### config.mk
export PLATFORM = sky130hd
export DESIGN_NAME = instr_encoder_flat
export DESIGN_NICKNAME = d
export VERILOG_FILES = /design/src/rtl/instr_encoder_if.sv /design/src/rtl/instr_encoder.sv /design/src/flat_wrapper.sv
export SDC_FILE = /design/constraint.sdc
export NUM_CORES = 1
export LEC_CHECK = 0
export BUFFER_PORTS_ARGS = -buffer_cell sky130_fd_sc_hd__buf_2
export CELL_PAD_IN_SITES_DETAIL_PLACEMENT = 2
export CELL_PAD_IN_SITES_GLOBAL_PLACEMENT = 2
export CORE_ASPECT_RATIO = 0.9
export CORE_MARGIN = 5
export CORE_UTILIZATION = 40
export DETAILED_ROUTE_END_ITERATION = 10
export PLACE_DENSITY_LB_ADDON = 0.1
export SYNTH_ARGS = -nofsm -noshare
export SYNTH_HDL_FRONTEND = slang
export SYNTH_SLANG_ARGS = --single-unit
export TNS_END_PERCENT = 50
### constraint.sdc
create_clock -name clock -period 2.4 [get_ports clock]
set_clock_uncertainty 0.2 [all_clocks]
set_input_delay 0.24 -clock clock [delete_from_list [all_inputs] [get_ports clock]]
set_output_delay 0.24 -clock clock [all_outputs]
set_load 0.02 [all_outputs]
### src/rtl/instr_encoder_if.sv
// Producer/consumer handshake bundle for the instruction encoder FIFO.
// The producer side drives the fields; the consumer side takes instr_out.
interface instr_encoder_if;
  logic       in_valid;
  logic       in_ready;
  logic [2:0] opcode;
  logic       reg_sel;
  logic [3:0] operand;
  logic [7:0] instr_out;
  logic       out_valid;
  logic       out_ready;

  modport master (
    output in_valid, opcode, reg_sel, operand, out_ready,
    input  in_ready, instr_out, out_valid
  );

  modport slave (
    input  in_valid, opcode, reg_sel, operand, out_ready,
    output in_ready, instr_out, out_valid
  );
endinterface

### src/rtl/instr_encoder.sv
// Packs {opcode, reg_sel, operand} into one byte and queues it in a
// DEPTH-entry FIFO; flags opcodes 110/111 with a one-cycle illegal pulse.
module instr_encoder #(
  parameter int DEPTH = 4
) (
  input  logic                     clock,
  input  logic                     reset,
  input  logic                     ena,
  instr_encoder_if.slave           bus,
  output logic [$clog2(DEPTH):0]   count,
  output logic                     illegal
);
  localparam int            AW   = $clog2(DEPTH);
  localparam logic [AW:0]   FULL = (AW+1)'(DEPTH);

  logic [AW-1:0] head, tail;
  logic [AW:0]   cnt;
  logic [7:0]    mem [DEPTH];
  logic          ill_q;
  logic          push, pop, nonempty;

  assign nonempty = (cnt != '0);

  // Handshakes are gated by reset so they read low while reset is held,
  // regardless of the clock.
  assign bus.in_ready  = ena & ~reset & (cnt < FULL);
  assign bus.out_valid = ena & ~reset & nonempty;
  assign push          = bus.in_valid & bus.in_ready;
  assign pop           = bus.out_valid & bus.out_ready;

  // Stale storage is masked whenever the FIFO is empty.
  assign bus.instr_out = nonempty ? mem[head] : 8'h00;
  assign count         = cnt;
  assign illegal       = ill_q & ena;

  always_ff @(posedge clock or posedge reset) begin
    if (reset) begin
      head  <= '0;
      tail  <= '0;
      cnt   <= '0;
      ill_q <= 1'b0;
    end else begin
      if (push) tail <= tail + 1'b1;
      if (pop)  head <= head + 1'b1;
      case ({push, pop})
        2'b10:   cnt <= cnt + 1'b1;
        2'b01:   cnt <= cnt - 1'b1;
        default: cnt <= cnt;
      endcase
      ill_q <= push & (bus.opcode[2:1] == 2'b11);
    end
  end

  // Storage carries no reset; it is only observable through a valid head.
  always_ff @(posedge clock) begin
    if (push) mem[tail] <= {bus.opcode, bus.reg_sel, bus.operand};
  end
endmodule

### src/flat_wrapper.sv
// flat-port wrapper written by rule: the top's interface ports become plain ports
module instr_encoder_flat 
#(
  parameter int DEPTH = 4
)
  (clock, reset, ena, count, illegal, bus_in_valid, bus_opcode, bus_reg_sel, bus_operand, bus_out_ready, bus_in_ready, bus_instr_out, bus_out_valid);
  instr_encoder_if bus_i ();
  input  logic clock;
  input  logic reset;
  input  logic ena;
  output logic [$clog2(DEPTH):0] count;
  output logic illegal;
  input wire logic [$bits(bus_i.in_valid)-1:0] bus_in_valid;
  input wire logic [$bits(bus_i.opcode)-1:0] bus_opcode;
  input wire logic [$bits(bus_i.reg_sel)-1:0] bus_reg_sel;
  input wire logic [$bits(bus_i.operand)-1:0] bus_operand;
  input wire logic [$bits(bus_i.out_ready)-1:0] bus_out_ready;
  output wire logic [$bits(bus_i.in_ready)-1:0] bus_in_ready;
  output wire logic [$bits(bus_i.instr_out)-1:0] bus_instr_out;
  output wire logic [$bits(bus_i.out_valid)-1:0] bus_out_valid;
  assign bus_i.in_valid = bus_in_valid;
  assign bus_i.opcode = bus_opcode;
  assign bus_i.reg_sel = bus_reg_sel;
  assign bus_i.operand = bus_operand;
  assign bus_i.out_ready = bus_out_ready;
  assign bus_in_ready = bus_i.in_ready;
  assign bus_instr_out = bus_i.instr_out;
  assign bus_out_valid = bus_i.out_valid;
  instr_encoder #(.DEPTH(DEPTH)) u_core (.clock(clock), .reset(reset), .ena(ena), .bus(bus_i), .count(count), .illegal(illegal));
endmodule
======== Yosys cells after proc, flatten, opt, wreduce, memory -nomap -nowiden ========
Memory sizes are Yosys's and may differ from the RTL's.
Index checks and enable logic that the tools add are counted.
storage, ports and cells
  flip-flop bits (word level) ............. 8
  memories kept ........................... 1
  input bits .............................. 13
  bits in latches ......................... 0
  bits in writable memories ............... 32
  output and inout port bits .............. 14
  ROM bits ................................ 0
memory list
  name        words  width  read ports  clocked after Yosys merged registers in  wr ports  line                 text
  u_core.mem  4      8      1           0                                        1         instr_encoder.sv:18  logic [7:0] mem [DEPTH];
operators by class
  add/subtract/negate cells ............... 4
  div/mod/pow operators ................... 0
  magnitude comparators ................... 1
  bitwise logic cells ..................... 8
  multiplexer cells ....................... 4
  multipliers ............................. 0
  shift operators ......................... 0
  equality and inequality tests ........... 3
  reductions and logical operators ........ 2
operators with widths
  cell                                                                 count
  8-bit two-way mux                                                    1
  1-bit bitwise AND                                                    7
  3-bit one-hot mux with 2 select lines                                1
  2-bit by 1-bit adder with 2-bit output (second input constant)       2
  2-bit == test (second input constant)                                2
  3-bit by 1-bit adder with 3-bit output (second input constant)       1
  3-bit less-than comparator (second input constant)                   1
  3-bit nonzero test                                                   1
  3-bit by 1-bit subtractor with 3-bit output (second input constant)  1
  2-bit by 1-bit == test with 1-bit output (second input constant)     1
  1-bit two-way mux                                                    2
  2-bit nonzero test                                                   1
  1-bit NOT                                                            1

======== Logic depth before layout (Yosys ltp) ========
Gate-level depths: netlist of the first run.
  depth in word-level cells ............... 6
  gate-level depth with buffers ........... 9

======== Least setup slack after synthesis of the first run ========
Ideal clock, no wire load.
  path kind ............................... register to register
  start ................................... reg u_core.cnt[2], in the netlist u_core.count[2]
  end ..................................... reg u_core.cnt[2], in the netlist u_core.count[2]
  path slack .............................. 0.240 ns
  clock period less this slack ............ 2.160 ns
  data required time ...................... 2.120 ns
  cell stages (with the launch flop) ...... 9
  arrival ................................. 1.880 ns
  path through ............................ dfrtp_1 > nor3_2 > nor3b_2 > ha_1 > inv_1 > fa_1 > xor2_1 > nor2_1 > xor2_1
on the way
  cells in the longest elaborated chain, start to end .. 5
  elaborated cells on any way between the ends .. 12
  those cells by class .................... add/sub (2); order compare (1); eq/ne (2); mux (1); bitwise (4); reduce/logical (2)
RTL lines
  what                                                                                line                 text
  from (decl)                                                                         instr_encoder.sv:17  logic [AW:0] cnt;
  from (signal assigned)                                                              instr_encoder.sv:46  2'b10: cnt <= cnt + 1'b1;
  from (signal assigned)                                                              instr_encoder.sv:47  2'b01: cnt <= cnt - 1'b1;
  from (signal assigned)                                                              instr_encoder.sv:48  default: cnt <= cnt;
  3-bit nonzero test (*)                                                              instr_encoder.sv:22  assign nonempty = (cnt != '0);
  1-bit bitwise AND (*)                                                               instr_encoder.sv:27  assign bus.out_valid = ena & ~reset & nonempty;
  1-bit bitwise AND (*)                                                               instr_encoder.sv:29  assign pop = bus.out_valid & bus.out_ready;
  net u_core.pop                                                                      instr_encoder.sv:20  logic push, pop, nonempty;
  2-bit by 1-bit == test with 1-bit output / 2-bit == test (equally long branches)    instr_encoder.sv:45  case ({push, pop})
  3-bit one-hot mux with 2 select lines / 2-bit nonzero test (equally long branches)  --
Mark *: on every way through the listed nets, which the timed path passes. The rest lies on a longest branch.
A chain may end at the register's enable or synchronous reset.

======== Worst setup path in the final report of the first run ========
Ends and elaborated chain as after synthesis.

==> impl_metrics.py, run 1 <==
metrics = {
    "cells_and_area": {
        "multiInputGateArea_um2": 504,
        "design.final.nets": 156,
        "syn2layout_area_growth_pct": 21.5,
        "drive_gt1_share_pct": 35.5,
        "final_area_mm2": 0.00209,
        "seqCellArea_mm2": 0.00116,
        "num_antenna_cells": 0,
        "filler_cell_count": 397,
    },
    "global_route": {
        "maximum_number_of_pins_on_one_net_before_global_route_repair": 13,
        "grt.total_usage_pct": 14.2,
        "global_route.overflow_total": 0,
        "grt_first_pass_wirelength_mm": 5.83,
        "grt_pass1_vias": 1109,
        "antenna_violations_before_repair": 0,
    },
    "critical_path": {
        "r2r-end": "u_core.count[2]",
        "crit_path_max_cell_delay_ps": 500,
        "cp_common_cell": "sky130_fd_sc_hd__xor2_1",
        "cp-start-kind": "flip-flop",
        "cp_max_fo": 5,
        "worst_r2r_path_depth": 8,
        "setup.reg_to_reg.worst_slack_ps": 130,
        "path_cells": "nor3_2, nor3b_2, ha_1, inv_1, fa_1, xor2_1, nor2_1, xor2_1",
        "worstSetupStartpoint": "u_core.count[2]",
        "critPathCaptureType": "flip-flop",
        "data_arrival_critical_path_ps": 2290,
        "required_ps": 2420,
        "timing_worst_setup_path_type": "flip-flop to flip-flop",
        "critical_path.slowest_cell": "sky130_fd_sc_hd__dfrtp_1",
        "critical_path.endpoint": "u_core.count[2]",
        "critical_path.reg2reg.startpoint": "u_core.count[2]",
    },
    "drt": {
        "drt-wirelength-per-cell_um": 19.1,
        "route.antenna.remaining_nets": 0,
        "vias": 919,
        "route.detailed.drc": 0,
        "drtPass1Iterations": 4,
        "drt_first_iter_violations": 23,
        "routed_via_density": 4.94,
        "postRouteWirelength_mm": 3.55,
    },
    "timing": {
        "timing.setup.tns_ps": 0,
        "relSlewSlack_pct": 68.2,
        "slew_viol_final": 0,
        "finalWorstPathRequiredPeriod_ps": 2270,
        "setup_ws_ps": 126,
        "finalHoldViolCount": 0,
        "finalSetupViolations": 0,
        "maxClockFrequency_ghz": 0.440,
        "setup_repair_after_global_routing_missed_its_margin": "no",
        "finalCritPeriodShare_pct": 94.7,
        "timing_worst_slew_pin_value_ps": 477,
    },
    "synthesis": {
        "yosys.area.top_type": "sky130_fd_sc_hd__edfxtp_1",
        "postSynthCellCount": 95,
        "ys_seq_elements": 40,
        "netlist-cell-type-count": 21,
        "yosysTopAreaCellShare_pct": 55.9,
        "syn-mean-instance-area_um2": 18.1,
        "postSynthNetCount": 114,
        "synth_area_mm2": 0.00172,
        "yosys_warnings": 0,
        "netlist_top_cells_area": "sky130_fd_sc_hd__edfxtp_1, sky130_fd_sc_hd__dfrtp_1, sky130_fd_sc_hd__mux4_2",
        "synth_sequential_area_ratio_pct": 67.5,
    },
    "power": {
        "intPower_uw": 1420,
        "combPwrFrac_pct": 36.3,
        "ir_worst_vdd_uv": 639,
        "sum_of_internal_switching_and_leakage_power_uw": 2170,
        "p_leak_uw": 0.000826,
        "power.density_cell_area_mw_per_mm2": 1040,
        "switching_share_pct": 34.9,
        "power_switching_uw": 759,
        "power_frac_clock_pct": 19.6,
        "sequentialPowerShare_pct": 44.1,
    },
    "floorplanning": {
        "die_h_um": 72.2,
        "io-pin-count": 27,
        "area_enclosed_by_the_die_boundary_mm2": 0.00571,
        "initial_core_util_pct": 41.6,
        "core_area_mm2": 0.00413,
        "die_x_um": 79.1,
        "floorplan.rows": 22,
    },
    "worst_hold_path": {
        "hp-start": "bus_out_ready",
        "timing.hold.worst.class": "input pin to flip-flop",
    },
    "run_status": {
        "run_status": "finished clean",
    },
    "placement": {
        "finalWeightedCongestion": 0.725,
        "post_place_setup_slack_ps": 139,
        "port_buffers": 26,
        "placedInstanceArea_mm2": 0.00192,
        "dp_hpwl_mm": 2.46,
    },
    "clock_network": {
        "cts_setup_buffers": 0,
        "cts_inserted_buffers": 5,
        "clock_tree_from_tritoncts": "built",
        "later_pin_clock_latency_in_the_skew_report_ps": 290,
        "htree_levels": 2,
        "cts_resized": 0,
        "clk_path_buf_depth": 2,
        "clkSlewWorstSetupHoldPaths_ps": 70,
        "root_buffer": "sky130_fd_sc_hd__clkbuf_8",
        "total_number_of_clock_tree_sinks": 40,
    },
    "job": {
        "max_cap_violations": 0,
    },
}
==> kinds of logic after synthesis <==
kind of cell               Yosys count  share of synthesized area, %
xor gates and xnor gates             6                          3.06
buffers and inverters               10                          3.13
DFF                                 40                          67.5
adders and majority gates            6                          4.80
and+or+nand+nor                     23                          9.75
muxes                               10                          11.7
==> layout by cell type (no fill, tap or decap), types with 2 or more instances in the layout <==
cell type,count
sky130_fd_sc_hd__edfxtp_1,32
sky130_fd_sc_hd__buf_2,26
sky130_fd_sc_hd__dlygate4sd3_1,9
sky130_fd_sc_hd__mux4_2,8
sky130_fd_sc_hd__nor2b_1,8
sky130_fd_sc_hd__dfrtp_1,8
sky130_fd_sc_hd__inv_1,7
sky130_fd_sc_hd__and2_1,5
sky130_fd_sc_hd__ha_1,5
sky130_fd_sc_hd__clkbuf_8,5
sky130_fd_sc_hd__xor2_1,4
sky130_fd_sc_hd__nor2_1,3
sky130_fd_sc_hd__nor3_2,2
sky130_fd_sc_hd__xnor2_1,2
sky130_fd_sc_hd__clkbuf_1,2
sky130_fd_sc_hd__buf_4,2
==> synth_stat cells <==
cell type / instances
sky130_fd_sc_hd__edfxtp_1: 32
sky130_fd_sc_hd__dfrtp_1: 8
sky130_fd_sc_hd__mux4_2: 8
sky130_fd_sc_hd__nor2b_1: 8
sky130_fd_sc_hd__inv_1: 7
sky130_fd_sc_hd__and2_1: 5
sky130_fd_sc_hd__ha_1: 5
sky130_fd_sc_hd__xor2_1: 4
sky130_fd_sc_hd__nor2_1: 3
sky130_fd_sc_hd__buf_6: 2
sky130_fd_sc_hd__nor3_2: 2
sky130_fd_sc_hd__xnor2_1: 2
sky130_fd_sc_hd__and3_1: 1
sky130_fd_sc_hd__clkbuf_2: 1
sky130_fd_sc_hd__fa_1: 1
sky130_fd_sc_hd__mux2_2: 1
sky130_fd_sc_hd__mux2i_1: 1
sky130_fd_sc_hd__nand2_1: 1
sky130_fd_sc_hd__nand2b_4: 1
sky130_fd_sc_hd__nor3b_2: 1
sky130_fd_sc_hd__nor3b_4: 1
==> layout make-up <==
class,count,area share [%]
flip-flops and latches,40,55.6
clock buffers,7,3.65
well taps,48,2.88
multi-input cells,45,24.1
inverters,7,1.26
clock inverters,1,0.240
repair buffers,38,12.2
==> worst min-delay path by stage <==
stage,to,slack (ps),depth (start not counted)
after CTS,u_core.head[1],130,4
after floorplan,u_core.count[0],-140,1
after global routing,u_core.head[1],140,4
after detailed placement,u_core.tail[1],30,2
final,u_core.head[1],140,4
after global placement,u_core.tail[1],30,2
==> timing repair <==
item / 4_1_cts / 5_1_grt
hold buffers: 9 / 0
endpoints found under the setup margin: 0 / 0
hold endpoints to repair: 40 / 0
==> power by group through the flow <==
stage	Sequential, µW	Clock, µW	Combinational (µW)
floorplan	936	0	567
global placement	968	0	770
detailed placement	977	0	795
CTS	965	440	810
global route	975	474	877
finish	959	426	790
==> worst max-delay path, delay by kind of cell, from the launching register on <==
family                     cells  cell delay, ps
xor gates and xnor gates       2             300
DFF                            1             500
adders and majority gates      2             620
buffers and inverters          1              60
and+or+nand+nor                3             510
==> registers in the layout, indices dropped and copies added, names as in the netlist <==
signal / cells
u_core.head: 2
u_core.count: 3
u_core.tail: 2
u_core.mem: 32
u_core.ill_q: 1
==> metrics by stage <==
step	cells	hold slack, ps	util (%)
after floorplan	95	-144	-
after global placement	169	25.5	46.4
after detailed placement	169	26.1	46.4
after CTS	186	135	50.6
after global routing	186	138	50.6
final	186	136	50.6
==> routing by layer <==
layer | track usage, % | up-vias | share of wire (%)
li1 | - | 427 | -
met1 | 16.0 | 469 | 40
met2 | 26.0 | 16 | 55
met3 | 4.22 | 7 | 3.7
met4 | 4.58 | 0 | 1.2
met5 | 0 | - | 0
No activity file was read; power rests on OpenSTA's default activity.
==> run 2: changes to the inputs <==
clock period = 2.9 ns   (was 2.4 ns; I/O delays follow)
==> impl_metrics.py, run 2 (synthesis gave the netlist of run 1 again) <==
metrics = {
    "run_status": {
        "run_status": "finished clean",
    },
    "job": {
        "max_cap_violations": 0,
    },
    "clock_network": {
        "cts_setup_buffers": 0,
        "total_number_of_clock_tree_sinks": 40,
        "root_buffer": "sky130_fd_sc_hd__clkbuf_8",
        "cts_inserted_buffers": 5,
        "clk_path_buf_depth": 2,
        "htree_levels": 2,
        "cts_resized": 0,
        "clock_tree_from_tritoncts": "built",
        "clkSlewWorstSetupHoldPaths_ps": 70,
        "later_pin_clock_latency_in_the_skew_report_ps": 280,
    },
    "floorplanning": {
        "core_area_mm2": 0.00413,
        "die_h_um": 72.2,
        "floorplan.rows": 22,
        "io-pin-count": 27,
        "area_enclosed_by_the_die_boundary_mm2": 0.00571,
        "initial_core_util_pct": 41.6,
        "die_x_um": 79.1,
    },
    "cells_and_area": {
        "top_register": "u_core.mem",
        "final_cell_mix": "sky130_fd_sc_hd__edfxtp_1, sky130_fd_sc_hd__buf_2, sky130_fd_sc_hd__mux4_2, sky130_fd_sc_hd__nor2b_1, sky130_fd_sc_hd__dfrtp_1",
        "stdcell_count": 176,
        "final_area_mm2": 0.00198,
        "largest_register_ff_count": 32,
        "syn2layout_area_growth_pct": 15.4,
        "design.final.nets": 146,
        "drive_gt1_share_pct": 36.7,
        "filler_cell_count": 397,
        "layout_commonest_cell": "sky130_fd_sc_hd__edfxtp_1",
        "num_antenna_cells": 0,
    },
    "critical_path": {
        "crit_path_max_cell_delay_ps": 530,
        "cp_max_fo": 5,
        "cp.depth": 10,
        "cp_common_cell": "sky130_fd_sc_hd__xor2_1",
        "worst_r2r_path_depth": 8,
        "required_ps": 2910,
        "path_cells": "dlygate4sd3_1, buf_2, nand2b_4, nor3b_2, ha_1, inv_1, fa_1, xor2_1, nor2_1, xor2_1",
        "timing_worst_setup_path_type": "input pin to flip-flop",
        "data_arrival_critical_path_ps": 2420,
        "path_delay_family": "buffers and inverters",
        "critical_path.slowest_cell": "sky130_fd_sc_hd__dlygate4sd3_1",
        "worstPathBufferInverterCount": 3,
        "critPathCaptureType": "flip-flop",
        "cp-start-kind": "input pin",
    },
    "global_route": {
        "global_route.overflow_total": 0,
        "grt_pass1_vias": 1031,
        "grt_first_pass_wirelength_mm": 5.47,
        "antenna_violations_before_repair": 0,
        "grt.total_usage_pct": 13.3,
        "maximum_number_of_pins_on_one_net_before_global_route_repair": 13,
    },
    "timing": {
        "timing_worst_slew_pin_value_ps": 609,
        "finalWorstPathRequiredPeriod_ps": 2410,
        "maxClockFrequency_ghz": 0.414,
        "finalSetupViolations": 0,
        "slew_viol_final": 0,
        "setup_repair_after_global_routing_missed_its_margin": "no",
        "timing.setup.tns_ps": 0,
        "finalCritPeriodShare_pct": 83.2,
        "relSlewSlack_pct": 59.4,
        "finalHoldViolCount": 0,
    },
    "placement": {
        "dp_hpwl_mm": 2.45,
        "placedInstanceArea_mm2": 0.00189,
        "finalWeightedCongestion": 0.645,
        "port_buffers": 26,
        "dp_cells": 167,
    },
    "power": {
        "p_leak_uw": 0.000774,
        "power.density_cell_area_mw_per_mm2": 883,
        "ir_worst_vdd_uv": 384,
        "sum_of_internal_switching_and_leakage_power_uw": 1750,
    },
    "worst_hold_path": {
        "whs_path_depth": 1,
        "timing.hold.worst.class": "input pin to flip-flop",
    },
    "drt": {
        "routed_via_density": 5.06,
        "vias": 890,
        "drtPass1Iterations": 2,
        "drt-wirelength-per-cell_um": 19.0,
        "route.detailed.drc": 0,
        "drt_first_iter_violations": 24,
        "route.antenna.remaining_nets": 0,
        "postRouteWirelength_mm": 3.34,
    },
}
run 2: metal layers:
layer,GRT usage (%),up-vias,share of wire [%]
met5,0,-,0
met4,4.58,0,1.4
met3,4.09,5,4.3
met2,23.5,15,55
met1,15.5,462,40
li1,-,408,-
run 2: layout make-up:
cell class	count	area (µm²)	share of cell area [%]
flip-flops and latches	40	1160	58.5
multi-input cells	45	504	25.4
repair buffers	28	148	7.44
clock buffers	6	72.6	3.66
well taps	48	60.1	3.03
inverters	7	26.3	1.32
clock inverters	2	11.3	0.568
run 2: repair_timing:
action | in CTS | in global routing
setup endpoints to repair | 0 | 0
hold buffers | 1 | 0
hold endpoints to repair | 8 | 0
run 2: per-stage QoR:
stage,hold slack (ps),worst slack (ps),utilization [%]
global placement,76.3,751,45.8
floorplan,-94.3,740,-
CTS,7.86,445,48.0
global route,6.89,341,48.0
detailed placement,91.0,689,45.8
finish,21.1,487,48.0
run 2: where the power goes:
part,switching [µW],internal [µW],leakage (µW),total [µW]
Sequential,118,690,0.000384,808
Combinational,322,280,0.000351,602
Clock,176,167,0.0000388,343
run 2: final timing paths:
path,from,end,slack [ps]
max,reset,u_core.count[2],490
min,bus_reg_sel,u_core.mem[2][4],20
max reg2reg,u_core.count[2],u_core.count[2],710
min reg2reg,u_core.count[0],u_core.count[0],340
max in group asynchronous,reset,u_core.count[2],1920
min in group asynchronous,reset,u_core.tail[1],320
==> run 3: changes to the inputs <==
CORE_UTILIZATION = 36   (was 40)
clock period = 1.97 ns   (was 2.9 ns; I/O delays follow)
==> impl_metrics.py, run 3 (synthesis gave the netlist of run 1 again) <==
metrics = {
    "timing": {
        "finalWorstPathRequiredPeriod_ps": 2050,
        "maxClockFrequency_ghz": 0.487,
        "finalHoldViolCount": 0,
        "setup_repair_after_global_routing_missed_its_margin": "yes",
        "finalSetupViolations": 10,
        "relSlewSlack_pct": 75.0,
        "finalCritPeriodShare_pct": 104,
        "timing.setup.tns_ps": -383,
        "timing_worst_slew_pin_value_ps": 374,
        "hold_slack_ps": 108,
        "setup_ws_ps": -82.7,
        "slew_viol_final": 0,
    },
    "placement": {
        "dp_hpwl_mm": 2.81,
        "placedInstanceArea_mm2": 0.00205,
        "post_place_setup_slack_ps": -88.2,
        "finalWeightedCongestion": 0.712,
        "port_buffers": 26,
    },
    "power": {
        "combPwrFrac_pct": 43.9,
        "intPower_uw": 2160,
        "sequentialPowerShare_pct": 35.7,
        "p_leak_uw": 0.000977,
        "power_frac_clock_pct": 20.4,
        "switching_share_pct": 33.4,
        "power_switching_uw": 1080,
        "power.density_cell_area_mw_per_mm2": 1350,
        "sum_of_internal_switching_and_leakage_power_uw": 3240,
        "ir_worst_vdd_uv": 800,
    },
    "clock_network": {
        "later_pin_clock_latency_in_the_skew_report_ps": 290,
        "root_buffer": "sky130_fd_sc_hd__clkbuf_8",
        "clkSlewWorstSetupHoldPaths_ps": 80,
        "clk_path_buf_depth": 2,
        "total_number_of_clock_tree_sinks": 40,
        "clock_tree_from_tritoncts": "built",
        "htree_levels": 2,
        "cts_inserted_buffers": 5,
    },
    "floorplanning": {
        "initial_core_util_pct": 37.8,
        "floorplan.rows": 23,
        "die_h_um": 75.6,
        "core_area_mm2": 0.00455,
        "io-pin-count": 27,
        "area_enclosed_by_the_die_boundary_mm2": 0.00626,
        "die_x_um": 82.8,
    },
    "cells_and_area": {
        "filler_cell_count": 439,
        "largest_register_ff_count": 32,
        "top_register": "u_core.mem",
        "syn2layout_area_growth_pct": 40.0,
        "seqCellArea_mm2": 0.00117,
        "drive_gt1_share_pct": 51.6,
        "design.final.nets": 173,
        "num_antenna_cells": 0,
        "multiInputGateArea_um2": 561,
        "final_area_mm2": 0.00241,
        "layout_commonest_cell": "sky130_fd_sc_hd__edfxtp_1",
        "final_cell_mix": "sky130_fd_sc_hd__edfxtp_1, sky130_fd_sc_hd__buf_2, sky130_fd_sc_hd__buf_4",
    },
    "worst_hold_path": {
        "whs_path_depth": 4,
        "timing.hold.worst.class": "input pin to flip-flop",
    },
    "drt": {
        "postRouteWirelength_mm": 4.39,
        "drt-wirelength-per-cell_um": 20.2,
        "drtPass1Iterations": 3,
        "route.antenna.remaining_nets": 0,
        "drt_first_iter_violations": 41,
        "vias": 1022,
        "routed_via_density": 4.71,
        "route.detailed.drc": 0,
    },
    "critical_path": {
        "worst_r2r_path_depth": 8,
        "cp-start-kind": "flip-flop",
        "critPathCaptureType": "flip-flop",
        "data_arrival_critical_path_ps": 2060,
        "cp_max_fo": 3,
        "required_ps": 1980,
        "timing_worst_setup_path_type": "flip-flop to flip-flop",
    },
    "global_route": {
        "global_route.overflow_total": 0,
        "maximum_number_of_pins_on_one_net_before_global_route_repair": 13,
        "grt_first_pass_wirelength_mm": 6.49,
        "antenna_violations_before_repair": 0,
        "grt_pass1_vias": 1228,
        "grt.total_usage_pct": 14.2,
    },
    "run_status": {
        "violations": "negative setup slack",
        "run_status": "complete, but fails checks",
    },
    "job": {
        "max_cap_violations": 0,
    },
}
[run 3: final timing paths]
kind | startpoint | end | slack (ps)
max | u_core.count[2] | u_core.count[2] | -80
min | bus_out_ready | u_core.head[1] | 110
max reg2reg | u_core.count[2] | u_core.count[2] | -80
min reg2reg | u_core.tail[1] | u_core.tail[1] | 390
max in group asynchronous | reset | u_core.count[0] | 1040
min in group asynchronous | reset | u_core.ill_q | 240
[run 3: critical path, cell delays in order, from the launching register on]
cell	delay, ps
sky130_fd_sc_hd__dfrtp_2	420
sky130_fd_sc_hd__nor3_4	60
sky130_fd_sc_hd__nor3b_2	210
sky130_fd_sc_hd__ha_2	240
sky130_fd_sc_hd__inv_2	50
sky130_fd_sc_hd__fa_2	380
sky130_fd_sc_hd__xor2_1	150
sky130_fd_sc_hd__nor2_1	110
sky130_fd_sc_hd__xor2_1	150
[run 3: timing repair]
item                                    in CTS  in global routing
pin swaps                                    1                  6
cloned                                       0                  0
setup buffers                                5                  3
endpoints found under the setup margin       9                 10
endpoints found under the hold margin       40                  0
gates resized for setup                     18                  9
hold buffers                                 9                  0
[run 3: stage by stage]
step,instances,util (%)
after floorplan,95,-
after global placement,192,45.2
after detailed placement,192,45.2
after CTS,214,51.8
after global routing,217,52.9
final,217,52.9
[run 3: final cells by class]
| cell class | instances | share of cell area [%] |
|---|---|---|
| Sequential cell | 40 | 48.4 |
| Multi-Input combinational cell | 45 | 23.3 |
| Timing Repair Buffer | 55 | 19.5 |
| Tap cell | 62 | 3.22 |
| Clock buffer | 6 | 3.01 |
| Clock inverter | 2 | 1.46 |
| Inverter | 7 | 1.09 |
[run 3: metal layers]
layer	vias to the layer above	GRT usage (%)	wire length, µm
li1	462	-	-
met1	541	15.4	1800
met2	15	28.0	2410
met3	4	3.14	132
met4	0	4.90	52
met5	-	0	0
[run 3: power by group through the flow]
stage                     Combinational [µW]  Clock [µW]  Sequential, µW
after floorplan                          699           0            1160
after global placement                  1020           0            1170
after detailed placement                1070           0            1190
after CTS                               1340         665            1150
after global routing                    1550         725            1170
final                                   1420         662            1160
